$ cat src/rtl/am_mod_gen2_if.sv
// rtl/am_mod_gen2_if.sv - sample/control bundle between sine generators, AM modulator and DAC path
interface am_mod_gen2_if #(
    parameter int DW = 12,
    parameter int IW = 8
);
    logic                 pls;
    logic                 mode;
    logic [IW-1:0]        indx_set;
    logic signed [DW-1:0] carrier;
    logic signed [DW-1:0] source;
    logic signed [DW-1:0] mod_out;
    logic                 mod_vld;
    logic                 ovm;
    logic                 sat;
    logic [IW-1:0]        indx_cur;
    logic                 ramp_busy;

    modport master (
        output pls, mode, indx_set, carrier, source,
        input  mod_out, mod_vld, ovm, sat, indx_cur, ramp_busy
    );

    modport slave (
        input  pls, mode, indx_set, carrier, source,
        output mod_out, mod_vld, ovm, sat, indx_cur, ramp_busy
    );
endinterface

$ cat src/rtl/am_mod_gen2.sv
// rtl/am_mod_gen2.sv - parametrised DSB-FC / DSB-SC AM modulator with slew-limited index
module am_mod_gen2 #(
    parameter int DW   = 12,
    parameter int IW   = 8,
    parameter int RAMP = 1
) (
    input  logic          clk,
    input  logic          rst,
    am_mod_gen2_if.slave  bus
);
    // Scaled-source / envelope width and the carrier*envelope product width
    localparam int SCW = DW + 2;
    localparam int P1W = DW + IW + 1;
    localparam int P3W = DW + SCW;

    // Full-scale carrier offset added to the scaled message in DSB-FC mode
    localparam logic signed [SCW-1:0] CAR_OFS = SCW'(1 << (DW - 1));
    localparam logic signed [P3W-1:0] OUT_MAX = P3W'((1 << (DW - 1)) - 1);
    localparam logic signed [P3W-1:0] OUT_MIN = P3W'(-(1 << (DW - 1)));

    typedef enum logic [1:0] {R_IDLE, R_UP, R_DN} ramp_t;

    logic [IW-1:0] m_eff;

    generate
        if (RAMP != 0) begin : g_ramp
            ramp_t         rstate;
            logic [IW-1:0] m_cur;
            logic          up_req;
            logic          dn_req;

            assign up_req = bus.indx_set > m_cur;
            assign dn_req = bus.indx_set < m_cur;

            // Index slew FSM: one LSB per strobe toward the (possibly moving) target, never wrapping
            always_ff @(posedge clk) begin
                if (rst) begin
                    m_cur  <= '0;
                    rstate <= R_IDLE;
                end else if (bus.pls) begin
                    unique case (rstate)
                        R_UP: begin
                            if (up_req) begin
                                m_cur  <= m_cur + 1'b1;
                                rstate <= (bus.indx_set == m_cur + 1'b1) ? R_IDLE : R_UP;
                            end else if (dn_req) begin
                                m_cur  <= m_cur - 1'b1;
                                rstate <= (bus.indx_set == m_cur - 1'b1) ? R_IDLE : R_DN;
                            end else begin
                                rstate <= R_IDLE;
                            end
                        end
                        R_DN: begin
                            if (dn_req) begin
                                m_cur  <= m_cur - 1'b1;
                                rstate <= (bus.indx_set == m_cur - 1'b1) ? R_IDLE : R_DN;
                            end else if (up_req) begin
                                m_cur  <= m_cur + 1'b1;
                                rstate <= (bus.indx_set == m_cur + 1'b1) ? R_IDLE : R_UP;
                            end else begin
                                rstate <= R_IDLE;
                            end
                        end
                        default: begin
                            if (up_req) begin
                                m_cur  <= m_cur + 1'b1;
                                rstate <= (bus.indx_set == m_cur + 1'b1) ? R_IDLE : R_UP;
                            end else if (dn_req) begin
                                m_cur  <= m_cur - 1'b1;
                                rstate <= (bus.indx_set == m_cur - 1'b1) ? R_IDLE : R_DN;
                            end else begin
                                rstate <= R_IDLE;
                            end
                        end
                    endcase
                end
            end

            assign m_eff         = m_cur;
            assign bus.ramp_busy = (m_cur != bus.indx_set);
        end else begin : g_direct
            assign m_eff         = bus.indx_set;
            assign bus.ramp_busy = 1'b0;
        end
    endgenerate

    assign bus.indx_cur = m_eff;

    logic signed [SCW-1:0] s1_sc;
    logic signed [DW-1:0]  s1_car;
    logic signed [SCW-1:0] s2_env;
    logic signed [DW-1:0]  s2_car;
    logic                  s2_ovm;
    logic                  s2_sc_mode;
    logic [1:0]            prime;

    logic signed [P1W-1:0] src_x;
    logic signed [P1W-1:0] idx_x;
    logic signed [P1W-1:0] prod1;
    logic signed [SCW-1:0] sc_next;
    logic signed [SCW-1:0] env_next;
    logic signed [P3W-1:0] car_x;
    logic signed [P3W-1:0] env_x;
    logic signed [P3W-1:0] prod3;
    logic signed [P3W-1:0] p;

    // Datapath arithmetic: scale message by index, form envelope, multiply onto carrier
    always_comb begin
        src_x    = {{(IW + 1){bus.source[DW-1]}}, bus.source};
        idx_x    = {{(DW + 1){1'b0}}, m_eff};
        prod1    = src_x * idx_x;
        sc_next  = SCW'(prod1 >>> (IW - 1));
        env_next = bus.mode ? s1_sc : (CAR_OFS + s1_sc);
        car_x    = {{SCW{s2_car[DW-1]}}, s2_car};
        env_x    = {{DW{s2_env[SCW-1]}}, s2_env};
        prod3    = car_x * env_x;
        p        = s2_sc_mode ? (prod3 >>> (DW - 1)) : (prod3 >>> DW);
    end

    // Three-stage sample pipeline, advanced only on the sample strobe
    always_ff @(posedge clk) begin
        if (rst) begin
            s1_sc       <= '0;
            s1_car      <= '0;
            s2_env      <= '0;
            s2_car      <= '0;
            s2_ovm      <= 1'b0;
            s2_sc_mode  <= 1'b0;
            bus.mod_out <= '0;
            bus.sat     <= 1'b0;
            bus.ovm     <= 1'b0;
        end else if (bus.pls) begin
            s1_sc      <= sc_next;
            s1_car     <= bus.carrier;
            s2_env     <= env_next;
            s2_car     <= s1_car;
            s2_ovm     <= !bus.mode && (env_next < 0);
            s2_sc_mode <= bus.mode;
            if (p > OUT_MAX) begin
                bus.mod_out <= DW'(OUT_MAX);
                bus.sat     <= 1'b1;
            end else if (p < OUT_MIN) begin
                bus.mod_out <= DW'(OUT_MIN);
                bus.sat     <= 1'b1;
            end else begin
                bus.mod_out <= DW'(p);
                bus.sat     <= 1'b0;
            end
            bus.ovm <= s2_ovm;
        end
    end

    // Priming counter: the valid pulse starts once three strobes have filled the pipeline
    always_ff @(posedge clk) begin
        if (rst) begin
            prime       <= '0;
            bus.mod_vld <= 1'b0;
        end else if (bus.pls) begin
            if (prime != 2'd2) begin
                prime <= prime + 1'b1;
            end
            bus.mod_vld <= (prime == 2'd2);
        end else begin
            bus.mod_vld <= 1'b0;
        end
    end
endmodule

$ cat src/flat_wrapper.sv
// flat-port wrapper written by rule: the top's interface ports become plain ports
module am_mod_gen2_flat 
#(
    parameter int DW   = 12,
    parameter int IW   = 8,
    parameter int RAMP = 1
)
  (clk, rst, bus_pls, bus_mode, bus_indx_set, bus_carrier, bus_source, bus_mod_out, bus_mod_vld, bus_ovm, bus_sat, bus_indx_cur, bus_ramp_busy);
  am_mod_gen2_if #(.DW(DW), .IW(IW)) bus_i ();
  input  logic clk;
  input  logic rst;
  input wire logic [$bits(bus_i.pls)-1:0] bus_pls;
  input wire logic [$bits(bus_i.mode)-1:0] bus_mode;
  input wire logic [$bits(bus_i.indx_set)-1:0] bus_indx_set;
  input wire logic [$bits(bus_i.carrier)-1:0] bus_carrier;
  input wire logic [$bits(bus_i.source)-1:0] bus_source;
  output wire logic [$bits(bus_i.mod_out)-1:0] bus_mod_out;
  output wire logic [$bits(bus_i.mod_vld)-1:0] bus_mod_vld;
  output wire logic [$bits(bus_i.ovm)-1:0] bus_ovm;
  output wire logic [$bits(bus_i.sat)-1:0] bus_sat;
  output wire logic [$bits(bus_i.indx_cur)-1:0] bus_indx_cur;
  output wire logic [$bits(bus_i.ramp_busy)-1:0] bus_ramp_busy;
  assign bus_i.pls = bus_pls;
  assign bus_i.mode = bus_mode;
  assign bus_i.indx_set = bus_indx_set;
  assign bus_i.carrier = bus_carrier;
  assign bus_i.source = bus_source;
  assign bus_mod_out = bus_i.mod_out;
  assign bus_mod_vld = bus_i.mod_vld;
  assign bus_ovm = bus_i.ovm;
  assign bus_sat = bus_i.sat;
  assign bus_indx_cur = bus_i.indx_cur;
  assign bus_ramp_busy = bus_i.ramp_busy;
  am_mod_gen2 #(.DW(DW), .IW(IW), .RAMP(RAMP)) u_core (.clk(clk), .rst(rst), .bus(bus_i));
endmodule
$ cat config.mk
export PLATFORM = sky130hd
export DESIGN_NAME = am_mod_gen2_flat
export DESIGN_NICKNAME = d
export VERILOG_FILES = /design/src/rtl/am_mod_gen2_if.sv /design/src/rtl/am_mod_gen2.sv /design/src/flat_wrapper.sv
export SDC_FILE = /design/constraint.sdc
export NUM_CORES = 1
export LEC_CHECK = 0
export ABC_AREA = 1
export CORE_MARGIN = 3
export CORE_UTILIZATION = 40
export DETAILED_ROUTE_END_ITERATION = 12
export HOLD_SLACK_MARGIN = 0.1
export PLACE_DENSITY = 0.54
export SLEW_MARGIN = 20
export SYNTH_ARGS = -nofsm -noshare
export SYNTH_HDL_FRONTEND = slang
export SYNTH_SLANG_ARGS = --single-unit
$ cat constraint.sdc
create_clock -name clk -period 13.08 [get_ports clk]
set_clock_uncertainty 0.05 [all_clocks]
set_input_delay 2.616 -clock clk [delete_from_list [all_inputs] [get_ports clk]]
set_output_delay 2.616 -clock clk [all_outputs]
set_load 0.02 [all_outputs]
==> results.cfg, run 1 <==
[status]
outcome = complete, no violations

[clock_network]
post_cts_buffers = 0
htreeDepth = 3
clock_latency_ns = 0.35
cts_buffers = 9
clockBufferDepth = 2
holdBufCountCts = 0
cts_tree = yes
cts_root_buf = clkbuf_16
clock_sinks = 81
cts.reportedPaths.clkPinSlew_ns = 0.06
post_cts_resized = 0

[grt]
grt_overflow = 0
grt_max_degree = 28
antenna_found_initial = 0
grt_pass1_wl_microns = 58400
grt.total_usage_pct = 18.8
grt_pass1_vias = 12200

[timing]
setup_viol = 0
finalHoldViolations = 0
fin_crit_sh_pct = 53.8
max-slew-margin-rel_pct = 37.9
rsz0062_at_grt = no
worst_pin_slew_ns = 0.927
final-max-slew-violation-count = 0
fmax_mhz = 142
fin_crit_ns = 7.03
tns_ns = 0

[placed_design]
numPortBuffers = 59
routabilityCongestion = 0.891
placed_cells = 2383
dp_hpwl_microns = 28300

[die]
rows = 67
dieArea_sq_mm = 0.0374
coreArea_sq_mm = 0.0340
die_w_microns = 193
start_util_pct = 41.2
die_y_microns = 193
io_pins = 60

[yosys]
synth_nets = 2313
synth.cell_area_sq_mm = 0.0140
synth_ff_type = dfxtp_1
synth_top_cell_by_area = fa_1
ys_warn_count = 0
synth_area_leaders = fa_1, nand2_1, inv_1
synth_seq_cells = 81
synth_seq_area_share_pct = 11.6
synth.distinct_cells = 41
synth_cells = 1942
async_flop_share_pct = 0
yosysTopAreaCellShare_pct = 33.2
avgSynthCellArea_sq_um = 7.23
synth_common_cells = nand2_1, inv_1, fa_1, ha_1, dfxtp_1
synth_most_common_cell = nand2_1
synth_edf_count = 0

[job]
max_cap_violations = 0

[detailed_routing]
via_per_inst = 4.71
routedWlPerCell_microns = 13.9
drt-initial-drc-count = 482
via_count = 11300
drt-total-wl_microns = 33400
dr.pass1.iters = 5
drcViolationCount = 0
drtAntennaViolNets = 0

[final_layout]
diodes = 0
final_cells = 2399
area_delta_synth_final_pct = 8.61
drive_above_1_share_pct = 2.61
nets = 2317
fillers = 3594

[critical_path]
cp.required_ns = 10.41
critPathCaptureType = output pin
critPathMaxStageDelay_ns = 0.56
crit_arrival_ns = 4.37
slowest_stage = clkdlybuf4s50_1
worstPathMaxFanout = 3
cp-start-kind = primary input
crit_chain = clkdlybuf4s50_1 > ha_1 > nand2_1 > nor2_1 > nand2_1 > clkdlybuf4s50_1
critPathKind = primary input to output pin

[hold_path]
hold_class = flip-flop to flip-flop

[power]
leakagePower_nw = 8.67
p_per_area_mw_per_mm2 = 84.9
max-vdd-ir-drop_mv = 0.0568
final cells by class:
| class | count | area, sq um | area share [%] |
|---|---|---|---|
| Clock buffer | 9 | 225 | 1.48 |
| Multi-Input combinational cell | 1260 | 10100 | 66.5 |
| Inverter | 529 | 1990 | 13.0 |
| Tap cell | 448 | 561 | 3.68 |
| Timing Repair Buffer | 65 | 636 | 4.17 |
| Sequential cell | 81 | 1620 | 10.6 |
| Clock inverter | 7 | 77.6 | 0.509 |
stage by stage:
step | util (%) | worst slack [ns] | hold slack (ns) | power (mW) | cell area, sq um
2_1_floorplan | - | 6.64 | 0.376 | 0.863 | 14000
3_3_place_gp | 43.9 | 5.91 | 0.391 | 1.04 | 14900
3_5_place_dp | 43.9 | 5.85 | 0.391 | 1.05 | 14900
4_1_cts | 44.8 | 6.03 | 0.405 | 1.31 | 15200
5_1_grt | 44.8 | 5.85 | 0.434 | 1.44 | 15200
6_report | 44.8 | 6.05 | 0.399 | 1.29 | 15200
flip-flops by register name, indices dropped and copies added, names as in the netlist, 2 cells and up:
register              cells
u_core.s1_sc             14
u_core.prime              2
u_core.s2_car            12
u_core.bus.indx_cur       8
u_core.g_ramp.rstate      2
u_core.s1_car            12
u_core.s2_env            14
u_core.bus.mod_out       12
power by group:
group | internal (mW) | switching (mW)
registers | 0.285 | 0.0644
clock network | 0.150 | 0.111
logic | 0.267 | 0.416
cell usage in the layout, fill, tap and decap left out, drive strengths merged, types with 2 or more instances in the layout:
master         instances
o32ai                  2
o211ai                 9
inv                  531
o22ai                  7
xnor2                 12
clkinv                 3
nand2                554
a211oi                 2
dfxtp                 81
nand3b                 4
o21bai                 4
nand3                 60
nor4                   2
clkbuf                 9
a31oi                  8
xor2                  29
buf                    6
nand4                 13
a22o                   2
ha                   102
nor3                   8
nor2                  74
a21o                   2
o21ai                 74
clkdlybuf4s50         59
fa                   233
a21oi                 55
path summary, 6_finish.rpt:
path                          from               endpoint  slack (ns)  cells after the start
max                bus_indx_set[3]          bus_ramp_busy        6.05                      6
min          u_core.bus.mod_out[0]  u_core.bus.mod_out[0]        0.40                      2
max reg2reg       u_core.s2_car[3]         u_core.bus.sat        6.91                     23
min reg2reg  u_core.bus.mod_out[0]  u_core.bus.mod_out[0]        0.40                      2
layer usage:
layer | track usage [%] | vias to the layer above | wire length [microns]
li1 | - | 5672 | -
met1 | 23.3 | 5457 | 15100
met2 | 35.1 | 135 | 17100
met3 | 1.32 | 43 | 605
met4 | 5.06 | 0 | 642
met5 | 0 | - | 0
critical path, delay by kind of cell:
kind                       cells  cell delay (ns)
buffers and inverters          2             1.04
and+or+nand+nor                3             0.37
adders and majority gates      1             0.33
logic make-up (layout without fill, tap and decap cells):
logic type	after synthesis	in the layout	share of synthesized area [%]
DFF	81	81	11.6
buffers and inverters	601	610	16.2
xor gates and xnor gates	41	41	2.56
adders and majority gates	335	335	42.3
muxes	1	1	0.0713
and+or+nand+nor	717	717	20.7
AOI/OAI and AO/OA	166	166	6.56
(Power assumes the default switching activity.)
==> run 2, diff against run 1 <==
==> constraint.sdc (replaced) <==
create_clock -name clk -period 6.6 [get_ports clk]
set_clock_uncertainty 0.05 [all_clocks]
set_input_delay 1.32 -clock clk [delete_from_list [all_inputs] [get_ports clk]]
set_output_delay 1.32 -clock clk [all_outputs]
set_load 0.02 [all_outputs]
==> run 2 against run 1 <==
Compared with the run above: routed wire length increased by 1.5%; worst hold slack improved by 0.0013 ns; first-iteration DRC count increased by 19%; die area unchanged; flip-flop and latch count unchanged; via count increased by 0.89%; clock-buffer cell count increased by 1; largest cell class unchanged.
==> results.cfg, run 2 (same netlist as run 1, synthesis figures left out) <==
[placed_design]
dp_hpwl_microns = 28700
routabilityCongestion = 0.868
numPortBuffers = 59
placed_cell_area_sq_mm = 0.0150
placed_cells = 2392
pre_cts_ws_ns = 0.518

[die]
rows = 67
start_util_pct = 41.2
coreArea_sq_mm = 0.0340
die_w_microns = 193
io_pins = 60
dieArea_sq_mm = 0.0374
die_y_microns = 193

[final_layout]
nets = 2326
utilization_pct = 45.1
diodes = 0
final_cells = 2407
layout.cells.most_common_list = nand2_1, inv_1, fa_1
final_common_cell = nand2_1
reg_top3 = u_core.s1_sc: 14 flops, u_core.s2_env: 14 flops
postLayoutCellArea_sq_mm = 0.0154
area_delta_synth_final_pct = 9.49
drive_above_1_share_pct = 2.96

[critical_path]
critPathCaptureType = flip-flop
crit_family = adder cells
crit_chain = nand2_1 > fa_1 > inv_1 > fa_1 > fa_1 > fa_1 > inv_1 > fa_1 > inv_1 > ha_1 > nand2_1 > nor2_1 > nand2_1 > nor2_2 > nand2_2 > nand3_2 > nand2_1 > nand3_1 > nand3_2 > a21oi_2 > nand2_1 > nand2_1 > inv_1
cp.required_ns = 6.79
cpMostUsedCell = nand2_1
r2r_start = u_core.s2_env[13]
cp-start-kind = flip-flop
cp.depth = 23
startpoint = u_core.s2_env[13]
rr_endpoint = u_core.bus.sat
worstPathMaxFanout = 13
crit_buf_inv = 4
critPathMaxStageDelay_ns = 0.61
critPathKind = flip-flop to flip-flop
r2r_slack_ns = 0.64
slowest_stage = dfxtp_1
r2r_cells = 23
crit_arrival_ns = 6.15
cp-endpoint = u_core.bus.sat

[timing]
holdWs_ns = 0.400
tns_ns = 0
max-slew-margin-rel_pct = 37.5
final-max-slew-violation-count = 0
fin_crit_ns = 5.96
finalHoldViolations = 0
fin_crit_sh_pct = 90.3
fmax_mhz = 168
setup_ws_ns = 0.640
rsz0062_at_grt = no
setup_viol = 0
worst_pin_slew_ns = 0.936

[clock_network]
post_cts_resized = 0
holdBufCountCts = 0
cts_root_buf = clkbuf_16
post_cts_buffers = 0
htreeDepth = 3
cts.reportedPaths.clkPinSlew_ns = 0.06
clock_sinks = 81
cts_tree = yes
clock_latency_ns = 0.35
clockBufferDepth = 2
cts_buffers = 9

[grt]
grt.total_usage_pct = 18.9
antenna_found_initial = 0
grt_max_degree = 27
grt_pass1_vias = 12200
grt_pass1_wl_microns = 59000
grt_overflow = 0

[status]
outcome = complete, no violations

[detailed_routing]
dr.pass1.iters = 5
routedWlPerCell_microns = 14.1
drt-initial-drc-count = 574
via_count = 11400
drtAntennaViolNets = 0
via_per_inst = 4.74
drt-total-wl_microns = 33900
drcViolationCount = 0

[power]
leakagePower_nw = 8.75
total_power_mw = 2.66
p_per_area_mw_per_mm2 = 173
max-vdd-ir-drop_mv = 0.111

[hold_path]
hold_class = flip-flop to flip-flop

[job]
max_cap_violations = 0
[run 2: changes by cell type in the layout (fill, tap and decap cells not counted)]
| cell | previous run | this run |
|---|---|---|
| buf_4 | 6 | 15 |
| bufinv_16 | 1 | 4 |
| clkbuf_1 | 0 | 1 |
| clkinv_2 | 1 | 0 |
| clkinv_4 | 2 | 1 |
| clkinvlp_4 | 1 | 0 |
| inv_6 | 2 | 0 |
[run 2: power by group]
| group | switching [mW] | internal, mW | leakage [nW] |
|---|---|---|---|
| Clock | 0.202 | 0.407 | 0.173 |
| Sequential | 0.122 | 0.566 | 0.665 |
| Combinational | 0.834 | 0.534 | 7.91 |
[run 2: area by class of cell]
| cell class | count | area (sq um) |
|---|---|---|
| Multi-Input combinational cell | 1260 | 10100 |
| Clock inverter | 5 | 129 |
| Tap cell | 448 | 561 |
| Inverter | 529 | 1990 |
| Clock buffer | 10 | 229 |
| Timing Repair Buffer | 74 | 703 |
| Fill cell | 3603 | 18700 |
| Sequential cell | 81 | 1620 |
[run 2: how the worst min path moves through the flow]
stage | cells after the start | slack, ns | end | start
3_3_place_gp | 2 | 0.39 | u_core.g_ramp.rstate[0] | u_core.g_ramp.rstate[0]
2_1_floorplan | 2 | 0.38 | u_core.g_ramp.rstate[1] | u_core.g_ramp.rstate[1]
4_1_cts | 2 | 0.41 | u_core.bus.mod_out[9] | u_core.bus.mod_out[9]
3_5_place_dp | 2 | 0.39 | u_core.bus.mod_out[9] | u_core.bus.mod_out[9]
5_1_grt | 2 | 0.43 | u_core.bus.mod_out[5] | u_core.bus.mod_out[5]
6_report | 2 | 0.40 | u_core.bus.mod_out[9] | u_core.bus.mod_out[9]
[run 2: layer usage]
metal	vias up	global-route usage [%]	wire, microns
met2	179	35.3	17200
met4	0	4.66	705
li1	5687	-	-
met3	39	1.69	1060
met5	-	0	0
met1	5503	23.6	14900
[run 2: worst register-to-register path: stages, from the launching register on]
cell and delay (ns):
dfxtp_1 0.61, nand2_1 0.24, fa_1 0.52, inv_1 0.22, fa_1 0.49, fa_1 0.51, fa_1 0.55, inv_1 0.06
fa_1 0.52, inv_1 0.04, ha_1 0.36, nand2_1 0.13, nor2_1 0.21, nand2_1 0.14, nor2_2 0.11, nand2_2 0.09
nand3_2 0.10, nand2_1 0.06, nand3_1 0.11, nand3_2 0.11, a21oi_2 0.42, nand2_1 0.11, nand2_1 0.08, inv_1 0.04
==> run 3, diff against run 2 <==
--- a/config.mk
+++ b/config.mk
@@ -6,6 +6,7 @@
 export NUM_CORES = 1
 export LEC_CHECK = 0
 export ABC_AREA = 1
+export CAP_MARGIN = 20
 export CORE_MARGIN = 3
 export CORE_UTILIZATION = 40
 export DETAILED_ROUTE_END_ITERATION = 12
==> results of run 3 <==
The final DEF is identical to that of run 2; final timing and power are the same.
